File: src/rtl/spi_pkg.sv
// spi_pkg: shared types for the SPI receive path.
// Receiver FSM states and sclk sampling-edge selectors.
package spi_pkg;

  typedef enum logic [1:0] {
    WAIT_IDLE,
    IDLE,
    ACTIVE
  } rx_state_t;

  localparam int SAMPLE_FALL = 0;
  localparam int SAMPLE_RISE = 1;

endpackage

File: src/rtl/spi_sync_edge.sv
// spi_sync_edge: multi-flop synchronizer for one async input,
// plus a delay flop giving rise/fall strobes in the clk domain.
module spi_sync_edge #(
  parameter int   STAGES  = 2,
  parameter logic RST_VAL = 1'b0
) (
  input  logic clk,
  input  logic rst,
  input  logic d,
  output logic sync,
  output logic rise,
  output logic fall
);

  logic [STAGES-1:0] chain;
  logic              dly;

  // Sync chain and one-cycle delay for edge detection
  always_ff @(posedge clk or posedge rst) begin
    if (rst) begin
      chain <= {STAGES{RST_VAL}};
      dly   <= RST_VAL;
    end else begin
      chain <= {chain[STAGES-2:0], d};
      dly   <= chain[STAGES-1];
    end
  end

  assign sync = chain[STAGES-1];
  assign rise = sync & ~dly;
  assign fall = ~sync & dly;

endmodule

File: src/rtl/spi_rx_deser.sv
// spi_rx_deser: single-clock SPI receiver, MSB-first words
// on valid/ready, with frame, framing-error and overrun status.
module spi_rx_deser
  import spi_pkg::*;
#(
  parameter int DATA_W      = 8,
  parameter int SYNC_STAGES = 2,
  parameter int SAMPLE_EDGE = 0,
  parameter int CNT_W       = 8
) (
  input  logic              clk,
  input  logic              rst,
  input  logic              sclk,
  input  logic              cs_n,
  input  logic              mosi,
  output logic [DATA_W-1:0] rx_data,
  output logic              rx_valid,
  input  logic              rx_ready,
  output logic              frame_done,
  output logic [CNT_W-1:0]  frame_words,
  output logic              frame_err,
  output logic              overrun,
  input  logic              clr_status
);

  localparam int BIT_W = (DATA_W > 1) ? $clog2(DATA_W) : 1;
  localparam logic [BIT_W-1:0] BIT_LAST = BIT_W'(DATA_W - 1);
  localparam logic [4:0] FLUSH_N = 5'(SYNC_STAGES + 1);

  logic sclk_s, sclk_rise, sclk_fall;
  logic cs_n_s, cs_rise, cs_fall;
  logic samp_edge;
  logic mosi_s;
  logic [SYNC_STAGES-1:0] mosi_sync;

  rx_state_t         state;
  logic [4:0]        flush;
  logic [DATA_W-2:0] shreg;
  logic [BIT_W-1:0]  bit_cnt;
  logic [CNT_W-1:0]  word_cnt;
  logic              dlv;
  logic [DATA_W-1:0] dlv_data;

  spi_sync_edge #(
    .STAGES (SYNC_STAGES),
    .RST_VAL(1'b0)
  ) u_sclk (
    .clk (clk),
    .rst (rst),
    .d   (sclk),
    .sync(sclk_s),
    .rise(sclk_rise),
    .fall(sclk_fall)
  );

  spi_sync_edge #(
    .STAGES (SYNC_STAGES),
    .RST_VAL(1'b1)
  ) u_cs (
    .clk (clk),
    .rst (rst),
    .d   (cs_n),
    .sync(cs_n_s),
    .rise(cs_rise),
    .fall(cs_fall)
  );

  // mosi gets the same depth so it lines up with sclk_s
  always_ff @(posedge clk or posedge rst) begin
    if (rst) mosi_sync <= '0;
    else     mosi_sync <= {mosi_sync[SYNC_STAGES-2:0], mosi};
  end

  assign mosi_s = mosi_sync[SYNC_STAGES-1];

  assign samp_edge = (SAMPLE_EDGE == SAMPLE_RISE)
                   ? (sclk_rise & sclk_s)
                   : (sclk_fall & ~sclk_s);

  // Frame FSM: shift bits, count words, flag frame end
  always_ff @(posedge clk or posedge rst) begin
    if (rst) begin
      state       <= WAIT_IDLE;
      flush       <= '0;
      shreg       <= '0;
      bit_cnt     <= '0;
      word_cnt    <= '0;
      dlv         <= 1'b0;
      dlv_data    <= '0;
      frame_done  <= 1'b0;
      frame_err   <= 1'b0;
      frame_words <= '0;
    end else begin
      dlv        <= 1'b0;
      frame_done <= 1'b0;
      frame_err  <= 1'b0;
      unique case (state)
        WAIT_IDLE: begin
          // let reset values drain out of the sync chain first
          if (flush != FLUSH_N) flush <= flush + 5'd1;
          else if (cs_n_s)      state <= IDLE;
        end
        IDLE: begin
          if (cs_fall) begin
            state    <= ACTIVE;
            bit_cnt  <= '0;
            word_cnt <= '0;
          end
        end
        ACTIVE: begin
          if (cs_rise) begin
            state       <= IDLE;
            frame_done  <= 1'b1;
            frame_words <= word_cnt;
            frame_err   <= (bit_cnt != '0);
            bit_cnt     <= '0;
          end else if (samp_edge && !cs_n_s) begin
            shreg <= {shreg[DATA_W-3:0], mosi_s};
            if (bit_cnt == BIT_LAST) begin
              bit_cnt  <= '0;
              dlv      <= 1'b1;
              dlv_data <= {shreg, mosi_s};
              if (word_cnt != '1) word_cnt <= word_cnt + 1'b1;
            end else begin
              bit_cnt <= bit_cnt + 1'b1;
            end
          end
        end
        default: state <= WAIT_IDLE;
      endcase
    end
  end

  // Output holding register with valid/ready and overrun
  always_ff @(posedge clk or posedge rst) begin
    if (rst) begin
      rx_data  <= '0;
      rx_valid <= 1'b0;
      overrun  <= 1'b0;
    end else begin
      if (dlv && !(rx_valid && !rx_ready)) begin
        rx_data  <= dlv_data;
        rx_valid <= 1'b1;
      end else if (rx_valid && rx_ready) begin
        rx_valid <= 1'b0;
      end
      if (clr_status)
        overrun <= 1'b0;
      else if (dlv && rx_valid && !rx_ready)
        overrun <= 1'b1;
    end
  end

endmodule

File: config.mk
export PLATFORM = sky130hd
export DESIGN_NAME = spi_rx_deser
export DESIGN_NICKNAME = d
export VERILOG_FILES = /design/src/rtl/spi_pkg.sv /design/src/rtl/spi_sync_edge.sv /design/src/rtl/spi_rx_deser.sv
export SDC_FILE = /design/constraint.sdc
export NUM_CORES = 1
export LEC_CHECK = 0
export ABC_AREA = 1
export CORE_MARGIN = 4
export CORE_UTILIZATION = 40
export CTS_BUF_LIST = sky130_fd_sc_hd__clkbuf_8
export DETAILED_ROUTE_END_ITERATION = 16
export SLEW_MARGIN = 0
export SYNTH_ARGS = -nofsm -noshare
export SYNTH_HDL_FRONTEND = slang
export SYNTH_SLANG_ARGS = --single-unit
File: constraint.sdc
create_clock -name clk -period 1.8 [get_ports clk]
set_input_delay 0.18 -clock clk [delete_from_list [all_inputs] [get_ports clk]]
set_output_delay 0.18 -clock clk [all_outputs]
set_load 0.05 [all_outputs]
==> qor.yml <==
global_route:
  grt_first_pass_wirelength_um: 8390
  grt-ovfl-total: 0
  grt_pass1_vias: 1837
  grt_max_degree: 36
  grt_usage_pct: 13.8
  antenna_found_initial: 0
setup_path:
  r2r_start: "bit_cnt[0]"
  cp_cell_sequence: "clkdlybuf4s50_1"
  slowest_delay_ns: 0.81
  crit_path_start_kind: "register"
  crit_start: "rx_valid"
  cp-end-kind: "output pin"
  rr_endpoint: "word_cnt[5]"
  cp_data_arrival_time_ns: 1.51
  reg2regPathDepth: 7
  rrSetupSlack_ns: 0.26
  slowest_stage: "clkdlybuf4s50_1"
  worstSetupPathType: "register to output pin"
  required_ns: 1.62
  crit_family: "buffers and inverters"
  cp_max_fo: 3
  critPathBufInv: 1
clocking:
  cts_resized: 0
  cts_buffer_depth: 2
  tritoncts: "done"
  cts_setup_buffers: 0
  cts_sinks: 62
  clk_latency_ns: 0.33
  clock-root-buffer: "clkbuf_8"
  htreeDepth: 3
  path_clk_slew_ns: 0.07
  cts_buffers: 9
  hold_buffers: 0
floorplan:
  die_h_um: 89.2
  initial_core_util_pct: 41.3
  coreArea_um2: 6390
  die_width_um: 89.2
  ioPinCount: 27
  fp-row-count: 29
  fp.dieArea_um2: 7960
yosys:
  postSynthAreaPerCell_um2: 9.92
  yosys_warnings: 0
  seq_area_frac_synth_pct: 59.0
  ys_ff_latch: 62
  synth_fp_nets: 278
  synth_cells: 266
  synthesis.area_um2: 2640
  synth_cell_types: 28
place:
  dp_hpwl_um: 3350
  io_buffers: 26
  gp_congestion: 0.779
  placed_cell_area_um2: 3000
  place_inst: 369
  place_ws_ns: 0.266
finish:
  areaGrowthSynthToFinish_pct: 21.4
  final_cell_area_um2: 3200
  fillers: 598
  final_cells: 384
  fin_nets: 315
  drive_gt1_share_pct: 13.4
  antenna_cells: 0
routing:
  vias: 1837
  drtPass1Iterations: 4
  drt_wl_total_um: 4690
  drcViolationCount: 0
  viasPerCell: 4.78
  drtIter0Drc: 89
  drtAntennaViolNets: 0
  avgRoutedWirePerCell_um: 12.2
power:
  irDropWorstVdd_uv: 644
  power_density_nw_per_um2: 996
  p_leak_nw: 1.54
sta:
  fin_crit_ns: 1.69
  timing.fmax_ghz: 0.590
  rsz0062_at_grt: "no"
  worst_pin_slew_ns: 0.503
  finalSetupViolCount: 0
  hold_viol_final: 0
  fin_crit_sh_pct: 94.1
  fin_ws_ns: 0.105
  slew_headroom_pct: 66.4
  slew_viol_final: 0
  clock_skew_ns: 0.00437
  finalSetupTns_ns: 0
job:
  cap_violations: 0
run_status:
  status: "finished clean"
min_path:
  hp-class: "input pin to asynchronous set/reset pin"
[sequential cells by signal, indices dropped and copies added (netlist names), 2 cells and up]
| register | count |
|---|---|
| flush | 5 |
| bit_cnt | 3 |
| mosi_sync | 2 |
| word_cnt | 8 |
| shreg | 7 |
| dlv_data | 8 |
| u_cs.chain | 2 |
| frame_words | 8 |
| rx_data | 8 |
| u_sclk.chain | 2 |
| state | 2 |
[synth_stat cells]
cell type / n / area, um2
nand3_4: 1 / 17.5
o21ai_0: 20 / 100
dfrtp_1: 59 / 1480
o21bai_1: 1 / 7.51
buf_6: 3 / 33.8
o21ai_2: 1 / 8.76
nand2_2: 2 / 12.5
a21oi_1: 11 / 55.1
inv_1: 32 / 120
inv_4: 1 / 6.26
nand4_1: 2 / 12.5
nor2_1: 22 / 82.6
nand2_1: 59 / 221
mux2_2: 7 / 78.8
nor3_1: 2 / 10.0
nor2_4: 1 / 11.3
inv_2: 1 / 3.75
nor2_8: 1 / 20.0
a31oi_1: 1 / 6.26
xnor2_1: 2 / 17.5
o21ai_1: 6 / 30.0
nand4_4: 1 / 21.3
ha_1: 5 / 62.6
nand2_4: 3 / 33.8
nor3b_1: 1 / 7.51
nand3_1: 15 / 75.1
dfstp_2: 3 / 78.8
xor2_1: 3 / 26.3
[how the worst max path moves through the flow]
stage	slack (ns)	depth (start not counted)	end
floorplan	0.08	1	bit_cnt[0]
global placement	0.30	5	rx_data[0]
detailed placement	0.27	7	word_cnt[5]
CTS	0.08	1	rx_valid
global route	0.05	1	rx_valid
finish	0.11	1	rx_valid
[cell type report]
type	instances	area, um2	area share [%]
Clock inverter	3	42.5	1.33
Timing Repair Buffer	29	295	9.22
Inverter	34	130	4.06
Tap cell	77	96.3	3.01
Multi-Input combinational cell	167	918	28.7
Clock buffer	12	165	5.16
Sequential cell	62	1560	48.6
[through the flow]
stage	power, mW	hold WS, ns	utilization (%)
after global routing	3.36	0.160	50.2
after floorplan	1.85	0.184	-
after detailed placement	1.97	0.338	46.9
after CTS	3.24	0.132	50.2
after global placement	1.97	0.334	46.9
final	3.19	0.130	50.2
[layer usage]
metal | up-vias | global-route usage [%] | wire length, um
met5 | - | 0 | 0
met4 | 0 | 5.55 | 41
met3 | 5 | 4.70 | 197
met2 | 29 | 21.5 | 2250
met1 | 876 | 17.7 | 2200
li1 | 927 | - | -
[cell usage in the layout (no fill, tap or decap)]
cell type and instances:
a21oi_1 11, a31oi_1 1, buf_12 1, buf_4 2, bufinv_16 1, clkbuf_8 12
clkdlybuf4s50_1 26, clkinv_2 1, clkinvlp_4 1, dfrtp_1 59, dfstp_2 3, ha_1 5
inv_1 31, inv_2 2, inv_4 1, mux2_2 7, nand2_1 59, nand2_2 2
nand2_4 3, nand3_1 15, nand3_4 1, nand4_1 2, nand4_4 1, nor2_1 22
nor2_4 1, nor2_8 1, nor3_1 2, nor3b_1 1, o21ai_0 20, o21ai_1 6
o21ai_2 1, o21bai_1 1, xnor2_1 2, xor2_1 3
[cell families after synthesis]
family	count (synthesis)	synth area share, %
AOI/OAI and AO/OA	40	7.88
xor gates and xnor gates	5	1.66
adders and majority gates	5	2.37
buffers and inverters	37	6.21
DFF	62	59.0
muxes	7	2.99
and+or+nand+nor	110	19.9
[power by group]
| group | switching [mW] | leakage, nW | internal [mW] | total, mW |
|---|---|---|---|---|
| sequential | 0.0882 | 0.827 | 1.47 | 1.56 |
| clock | 0.507 | 0.104 | 0.742 | 1.25 |
| combinational | 0.258 | 0.608 | 0.122 | 0.381 |
No activity file was read; power rests on OpenSTA's default activity.
